===== src/rtl/screen_ram_arbiter.sv =====
// screen_ram_arbiter
//
// Shares the single-port 2 KB system RAM between the 6502 CPU bus and the
// video renderer's screen read port. The CPU owns the RAM by default. When
// video asks for it, the grant waits for the next opcode fetch (cpu_sync), or
// for a forced timeout after MAX_WAIT cycles. This keeps an in-flight
// instruction from being torn. While video owns the RAM the CPU is stalled
// and holds its bus. A RELEASE cycle then re-issues the held CPU access so
// that cpu_dout is valid in the first CPU cycle afterwards.
//
// Ports:
//   clk, reset                 clock, synchronous active-high reset
//   cpu_addr/cpu_we/cpu_din    CPU bus request
//   cpu_sync                   high during a CPU opcode-fetch cycle
//   cpu_dout, cpu_rdy          CPU read data (RAM output) and ready/stall
//   vid_req, vid_addr          video request and read address
//   vid_gnt, vid_data          video grant and read data (1 cycle latency)
//   ram_addr/ram_we/ram_din    RAM request
//   ram_dout                   RAM read data (registered in the RAM)
//   stall_cnt                  only with ARB_STATS_EN: count of cycles with
//                              cpu_rdy low, saturating at 0xFFFF
//
// Optional feature macro: ARB_STATS_EN (adds stall_cnt and its counter).

module screen_ram_arbiter #(
    parameter int unsigned ADDR_WIDTH = 11,
    parameter int unsigned MAX_WAIT   = 7
) (
    input  logic                  clk,
    input  logic                  reset,
    input  logic [ADDR_WIDTH-1:0] cpu_addr,
    input  logic                  cpu_we,
    input  logic [7:0]            cpu_din,
    input  logic                  cpu_sync,
    output logic [7:0]            cpu_dout,
    output logic                  cpu_rdy,
    input  logic                  vid_req,
    input  logic [ADDR_WIDTH-1:0] vid_addr,
    output logic                  vid_gnt,
    output logic [7:0]            vid_data,
    output logic [ADDR_WIDTH-1:0] ram_addr,
    output logic                  ram_we,
    output logic [7:0]            ram_din,
    input  logic [7:0]            ram_dout
`ifdef ARB_STATS_EN
    ,
    output logic [15:0]           stall_cnt
`endif
);

    localparam int unsigned CntW = (MAX_WAIT < 2) ? 1 : $clog2(MAX_WAIT + 1);

    typedef enum logic [1:0] {
        StCpu,
        StWaitSync,
        StVideo,
        StRelease
    } state_e;

    state_e            r_state;
    logic [CntW-1:0]   r_wait_cnt;
    logic              w_take;
    logic              w_cpu_phase;

    // Grant point: next opcode fetch, or forced once the longest instruction
    // has certainly completed. A dropped request never takes.
    assign w_take = (r_state == StWaitSync) && vid_req &&
                    (cpu_sync || (r_wait_cnt == CntW'(MAX_WAIT)));

    assign w_cpu_phase = (r_state == StCpu) || (r_state == StWaitSync);

    always_ff @(posedge clk) begin
        if (reset) begin
            r_state    <= StCpu;
            r_wait_cnt <= '0;
        end else begin
            unique case (r_state)
                StCpu: begin
                    // A request seen here always spends at least one cycle in
                    // WAIT_SYNC, so a simultaneous cpu_sync is not a take.
                    if (vid_req) begin
                        r_state    <= StWaitSync;
                        r_wait_cnt <= '0;
                    end
                end
                StWaitSync: begin
                    r_wait_cnt <= r_wait_cnt + 1'b1;
                    if (!vid_req) begin
                        r_state <= StCpu;
                    end else if (w_take) begin
                        r_state <= StVideo;
                    end
                end
                StVideo: begin
                    if (!vid_req) begin
                        r_state <= StRelease;
                    end
                end
                StRelease: begin
                    // Always back to CPU for a full cycle before video can
                    // re-arbitrate, even if vid_req is still high.
                    r_state <= StCpu;
                end
                default: begin
                    r_state <= StCpu;
                end
            endcase
        end
    end

    always_comb begin
        cpu_rdy  = 1'b1;
        vid_gnt  = 1'b0;
        ram_addr = cpu_addr;
        unique case (r_state)
            StCpu: begin
                cpu_rdy = 1'b1;
            end
            StWaitSync: begin
                // Freeze the fetch in the take cycle so it is replayed later.
                cpu_rdy = !w_take;
            end
            StVideo: begin
                ram_addr = vid_addr;
                vid_gnt  = 1'b1;
                cpu_rdy  = 1'b0;
            end
            StRelease: begin
                // Re-issue the held CPU access; data is ready next cycle.
                ram_addr = cpu_addr;
                cpu_rdy  = 1'b0;
            end
            default: begin
                cpu_rdy = 1'b1;
            end
        endcase
        ram_we = cpu_we && cpu_rdy && w_cpu_phase;
    end

    assign ram_din  = cpu_din;
    assign cpu_dout = ram_dout;
    assign vid_data = ram_dout;

`ifdef ARB_STATS_EN
    logic [15:0] r_stall_cnt;

    always_ff @(posedge clk) begin
        if (reset) begin
            r_stall_cnt <= '0;
        end else if (!cpu_rdy && (r_stall_cnt != 16'hFFFF)) begin
            r_stall_cnt <= r_stall_cnt + 16'd1;
        end
    end

    assign stall_cnt = r_stall_cnt;
`endif

endmodule


===== config.mk =====
export PLATFORM = sky130hd
export DESIGN_NAME = screen_ram_arbiter
export DESIGN_NICKNAME = d
export VERILOG_FILES = /design/src/rtl/screen_ram_arbiter.sv
export SDC_FILE = /design/constraint.sdc
export NUM_CORES = 1
export LEC_CHECK = 0
export CAP_MARGIN = 15
export CELL_PAD_IN_SITES_DETAIL_PLACEMENT = 1
export CELL_PAD_IN_SITES_GLOBAL_PLACEMENT = 2
export CORE_ASPECT_RATIO = 0.75
export CORE_MARGIN = 2
export CORE_UTILIZATION = 12
export CTS_CLUSTER_SIZE = 12
export DETAILED_ROUTE_END_ITERATION = 16
export GPL_TIMING_DRIVEN = 0
export PLACE_DENSITY = 0.87
export SLEW_MARGIN = 20
export SYNTH_ARGS = -nofsm -noshare
export SYNTH_HDL_FRONTEND = slang
export SYNTH_SLANG_ARGS = --single-unit

===== constraint.sdc =====
create_clock -name clk -period 1.8 [get_ports clk]
set_input_delay 0.36 -clock clk [delete_from_list [all_inputs] [get_ports clk]]
set_output_delay 0.36 -clock clk [all_outputs]
set_load 0.02 [all_outputs]

==> impl_metrics.env, run 1 <==
export IMPL_status="finished with violations"
export IMPL_violations="setup timing"
export IMPL_numCtsBuffers=3
export IMPL_area_growth_pct=136
export IMPL_cp_slowest_stage_delay_ns=0.32
export IMPL_dpl_cell_count=206
export IMPL_drv_cap=0
export IMPL_syn_nets=112
export IMPL_synthesis_area_sq_um=666
export IMPL_wl_um=2370
export IMPL_overflow=0
export IMPL_critPathLaunchType="flop"
export IMPL_reg2reg_from="r_wait_cnt[0]"
export IMPL_ys_seq_elements=5
export IMPL_yosys_area_share_simple=0.141
export IMPL_synthMuxAreaShare=0.231
export IMPL_synth_compound_area_share=0.105
export IMPL_numPortBuffers=64
export IMPL_num_rows=23
export IMPL_finalCritPeriodShare=1.02
export IMPL_start_util=0.124
export IMPL_antenna_found_initial=0
export IMPL_synth_top_family_by_area="buffers and inverters"
export IMPL_crit_fanout=4
export IMPL_crit_type="flop to output port"
export IMPL_gp_congestion=0.669
export IMPL_hold_viol=0
export IMPL_cts_htree_levels=1
export IMPL_cp_required_ns=1.44
export IMPL_first_global_vias=771
export IMPL_fmax_mhz=544
export IMPL_die_area_sq_um=6170
export IMPL_crit_path_frequent_cell="buf_6"
export IMPL_track_usage=0.0710
export IMPL_critPathBufInv=4
export IMPL_synth_fa_ha_area_frac=0.0376
export IMPL_grt_first_pass_wirelength_um=3480
export IMPL_route_detailed_drc=0
export IMPL_die_height_um=68.5
export IMPL_synthDistinctLibCells=21
export IMPL_first_pass_iters=4
export IMPL_drive_above_1_share=0.527
export IMPL_hold_path_class="flop to flop"
export IMPL_dp_final_hpwl_um=1860
export IMPL_synth_cells=67
export IMPL_power_per_cell_area_nw_per_um2=423
export IMPL_critPathTopFamily="buffers and inverters"
export IMPL_synth_yosys_seq_area_share=0.150
export IMPL_leakage_nw=0.666
export IMPL_cts_tree="built"
export IMPL_yosys_warnings=0
export IMPL_num_vias=746
export IMPL_ir_drop_mv=0.106
export IMPL_drt_iter0_markers=4
export IMPL_finalCriticalPeriod_ns=1.84
export IMPL_slew_viol_final=0
export IMPL_boundaryPins=81
export IMPL_ant_nets=0
export IMPL_report_final_setup_viol=4
export IMPL_fin_worst_skew_ns=0.00106
export IMPL_crit_arrival_ns=1.48
export IMPL_slew_headroom=0.824
export IMPL_holdWs_ns=0.493
export IMPL_post_drt_wl_per_cell_um=10.7
export IMPL_synth_xor_area_frac=0
export IMPL_vias_per_cell=3.38
export IMPL_crit_slowest_cell="dfxtp_2"
export IMPL_final_common_cell="clkdlybuf4s50_1"
export IMPL_clk_latency_ns=0.22
export IMPL_rsz0062_at_grt="yes"
export IMPL_setup_slack_ns=-0.0390
export IMPL_diodes=0
export IMPL_cts_sinks=5
export IMPL_clockRootBuffer="clkbuf_8"
export IMPL_hold_start="r_wait_cnt[0]"
export IMPL_dieWidth_um=90
export IMPL_crit_path_cell_trace="nor2b_4, buf_12, buf_8, buf_6, mux2_4, buf_6"
export IMPL_design_core_area_sq_um=5350
export IMPL_final_cells=221
export IMPL_worstMarginPinSlew_ns=0.263
export IMPL_avgSynthCellArea_sq_um=9.93
export IMPL_final_cell_mix="clkdlybuf4s50_1, buf_4, buf_6"
export IMPL_nets=192
export IMPL_clk_path_buf_depth=2
export IMPL_end_kind="output port"
export IMPL_grt_max_degree=10
export IMPL_clk_pin_slew_ns=0.03
==> stage by stage <==
step	total power, W	setup TNS, ns	cell area [sq um]	utilization	worst slack (ns)
6_report	0.000663	-0.100	1570	0.293	-0.0390
3_3_place_gp	0.000436	-2.98	1400	0.262	-0.344
2_1_floorplan	0.000282	0	666	-	0.195
3_5_place_dp	0.000441	-3.15	1400	0.262	-0.357
4_1_cts	0.000678	-0.784	1580	0.295	-0.126
5_1_grt	0.000698	-0.607	1570	0.293	-0.123
==> per-layer routing <==
layer | up-vias | global-route usage | share of wire
met3 | 2 | 0.00652 | 0.035
met4 | 0 | 0.0404 | 0.0080
met2 | 24 | 0.135 | 0.58
met5 | - | 0 | 0
li1 | 365 | - | -
met1 | 355 | 0.0809 | 0.37
==> kinds of logic (layout without fill, tap and decap cells) <==
logic type / Yosys count / in the layout
adders and majority gates: 2 / 2
DFF: 5 / 5
and+or+nand+nor: 11 / 11
muxes: 11 / 11
buffers and inverters: 28 / 107
AOI/OAI and AO/OA: 10 / 10
==> final timing paths <==
kind / endpoint / slack (ns) / cells after the start
max: ram_addr[6] / -0.04 / 6
min: r_wait_cnt[0] / 0.49 / 2
max reg2reg: flop / 0.51 / 5
min reg2reg: r_wait_cnt[0] / 0.49 / 2
==> cell type report <==
cell class                 instances  area, sq um
inverter                           1         3.75
fill                             630         3780
timing repair buffer              77          758
tap                               75         93.8
multi-input combinational         34          363
sequential                         5          104
clock buffer                       4         45.0
buffer                            25          200
==> what timing repair did <==
| action | 4_1_cts | 5_1_grt |
|---|---|---|
| cloned | 0 | 0 |
| setup buffers | 14 | 0 |
| hold buffers | 0 | 0 |
| pin swaps | 3 | 0 |
| endpoints found under the setup margin | 14 | 14 |
| gates resized for setup | 82 | 8 |
==> cell usage after synthesis, drive strengths merged <==
cell	number	area [sq um]
buf	27	219
mux2	11	154
dfxtp	5	100
nand2b	4	25.0
o21ai	4	23.8
a21oi	2	10.0
ha	2	25.0
nand4bb	2	22.5
nor3b	2	15.0
a22o	1	8.76
a32o	1	10.0
inv	1	3.75
nor2	1	3.75
nor2b	1	13.8
o21a	1	7.51
o21ba	1	10.0
or4b	1	13.8
==> tightest hold or removal path: stages, from the launching register on <==
cell and delay [ns]:
dfxtp_2 0.32, nand2b_1 0.08, o21ai_2 0.05
==> power by group <==
group / switching, W / leakage [nW] / internal [W]
registers: 0.00000418 / 0.0419 / 0.000117
clock network: 0.0000555 / 0.0228 / 0.000152
logic: 0.000127 / 0.601 / 0.000208
Power figures use the tool's default switching activity.
==> run 2, diff against run 1 <==
Settings changed: CAP_MARGIN 15 to 40.
==> results of run 2 <==
The final DEF is identical to that of run 1; final timing and power are the same.
==> run 3, diff against run 2 <==
Settings changed: HOLD_SLACK_MARGIN from default to 0.05.
Clock period 1.8 ns to 1.7 ns, I/O delays scaled along.
==> run 3 against run 2 <==
Compared with the run above:
- the run still ends with setup timing left
- sequential share of layout area is 0.19 points higher
- register-to-register slack worse by 0.08 ns
- core utilization is 0.21 points higher
- combinational power is 8.1% higher
- cell area is 0.72% higher
- total power is 7.3% higher
- die area stayed put
- critical path depth is 1 lower
- non-clock buffer count is 5 lower
- worst setup slack worse by 0.0053 ns
- flip-flop and latch count stayed put
- clock skew is 0.00063 ns higher
==> impl_metrics.env, run 3 (same netlist as run 1, synthesis figures left out) <==
export IMPL_status="finished with violations"
export IMPL_violations="setup timing"
export IMPL_final_cells=216
export IMPL_regArea_sq_um=108
export IMPL_hold_viol=0
export IMPL_ant_nets=0
export IMPL_gp_congestion=0.669
export IMPL_end_kind="output port"
export IMPL_clockRootBuffer="clkbuf_8"
export IMPL_clk_latency_ns=0.22
export IMPL_die_height_um=68.5
export IMPL_clk_path_buf_depth=2
export IMPL_dieWidth_um=90
export IMPL_cts_htree_levels=1
export IMPL_diodes=0
export IMPL_grt_first_pass_wirelength_um=3630
export IMPL_multiInputGateArea_sq_um=390
export IMPL_clk_pin_slew_ns=0.04
export IMPL_nets=187
export IMPL_critPathLaunchType="flop"
export IMPL_crit_type="flop to output port"
export IMPL_finalCritPeriodShare=1.03
export IMPL_design_core_area_sq_um=5350
export IMPL_dp_slack_ns=-0.417
export IMPL_die_area_sq_um=6170
export IMPL_first_pass_iters=3
export IMPL_rsz0062_at_grt="yes"
export IMPL_numCtsBuffers=3
export IMPL_power_per_cell_area_nw_per_um2=450
export IMPL_vias_per_cell=3.38
export IMPL_post_route_util=0.295
export IMPL_boundaryPins=81
export IMPL_crit_fanout=5
export IMPL_cts_sinks=5
export IMPL_report_final_setup_viol=8
export IMPL_area_growth_pct=137
export IMPL_final_common_cell="clkdlybuf4s50_1"
export IMPL_hold_path_depth=2
export IMPL_ir_drop_mv=0.110
export IMPL_setup_slack_ns=-0.0443
export IMPL_post_drt_wl_per_cell_um=11.2
export IMPL_r2r_slack_ns=0.43
export IMPL_slew_viol_final=0
export IMPL_first_global_vias=805
export IMPL_nFillCells=625
export IMPL_reg2reg_depth=5
export IMPL_antenna_found_initial=0
export IMPL_worstMarginPinSlew_ns=0.269
export IMPL_leakage_nw=0.654
export IMPL_num_rows=23
export IMPL_reg2reg_from="r_wait_cnt[0]"
export IMPL_start_util=0.124
export IMPL_fin_worst_skew_ns=0.00169
export IMPL_setup_tns_ns=-0.306
export IMPL_min_to="r_wait_cnt[1]"
export IMPL_cp_required_ns=1.36
export IMPL_dp_final_hpwl_um=1860
export IMPL_route_detailed_drc=0
export IMPL_final_cell_mix="clkdlybuf4s50_1, buf_4, buf_6"
export IMPL_drive_above_1_share=0.518
export IMPL_hold_start="r_wait_cnt[1]"
export IMPL_numPortBuffers=64
export IMPL_dpl_cell_count=206
export IMPL_postCtsHoldBufs=0
export IMPL_wl_um=2420
export IMPL_num_vias=731
export IMPL_track_usage=0.0741
export IMPL_grt_max_degree=10
export IMPL_fmax_mhz=573
export IMPL_hold_path_class="flop to flop"
export IMPL_drv_cap=0
export IMPL_crit_arrival_ns=1.40
export IMPL_drt_iter0_markers=7
export IMPL_finalCriticalPeriod_ns=1.74
export IMPL_slew_headroom=0.820
export IMPL_cts_tree="built"
export IMPL_overflow=0
## run 3: cell types whose count changed in the layout (fill, tap and decap cells not counted), sizes merged
cell | before | now
buf | 51 | 46
## run 3: worst max-delay path by stage
stage               cells after the start  slack (ns)           to
floorplan                               4        0.12      cpu_rdy
global placement                        4       -0.40       ram_we
detailed placement                      4       -0.42       ram_we
CTS                                     6       -0.13  ram_addr[0]
global route                            5       -0.12  ram_addr[0]
finish                                  5       -0.04  ram_addr[0]
## run 3: timing repair
| item | 4_1_cts | 5_1_grt |
|---|---|---|
| cloned | 1 | 0 |
| buffers inserted | 8 | 0 |
| gates resized for setup | 90 | 6 |
| endpoints found under the setup margin | 14 | 14 |
| pin swaps | 3 | 1 |
## run 3: final cells by class
| cell class | count | area share |
|---|---|---|
| Timing Repair Buffer | 72 | 0.468 |
| Inverter | 1 | 0.00238 |
| Clock buffer | 4 | 0.0285 |
| Multi-Input combinational cell | 34 | 0.247 |
| Sequential cell | 5 | 0.0681 |
| Tap cell | 75 | 0.0594 |
| Buffer | 25 | 0.127 |
## run 3: layer usage
metal  share of wire  track usage  vias up
met2            0.59        0.143       24
met5               0            0        -
met3           0.036      0.00761        2
met4          0.0079       0.0404        0
met1            0.37       0.0836      351
li1                -            -      354
## run 3: where the power goes
group	switching, W	total, W	internal (W)	leakage, nW
registers	0.00000519	0.000128	0.000123	0.0427
clock network	0.0000605	0.000222	0.000161	0.0228
logic	0.000135	0.000362	0.000226	0.588
## run 3: worst max-delay path, cell delays in order, from the launching register on
cell,delay [ns]
dfxtp_2,0.32
nor2b_4,0.20
buf_12,0.13
buf_12,0.11
mux2_4,0.30
buf_6,0.13
## run 3: metrics by stage
| stage | hold WS, ns | area, sq um | power [W] |
|---|---|---|---|
| final | 0.516 | 1580 | 0.000711 |
| after global routing | 0.549 | 1580 | 0.000754 |
| after CTS | 0.509 | 1610 | 0.000729 |
| after detailed placement | 0.484 | 1400 | 0.000467 |
| after global placement | 0.470 | 1400 | 0.000461 |
| after floorplan | 0.452 | 666 | 0.000298 |
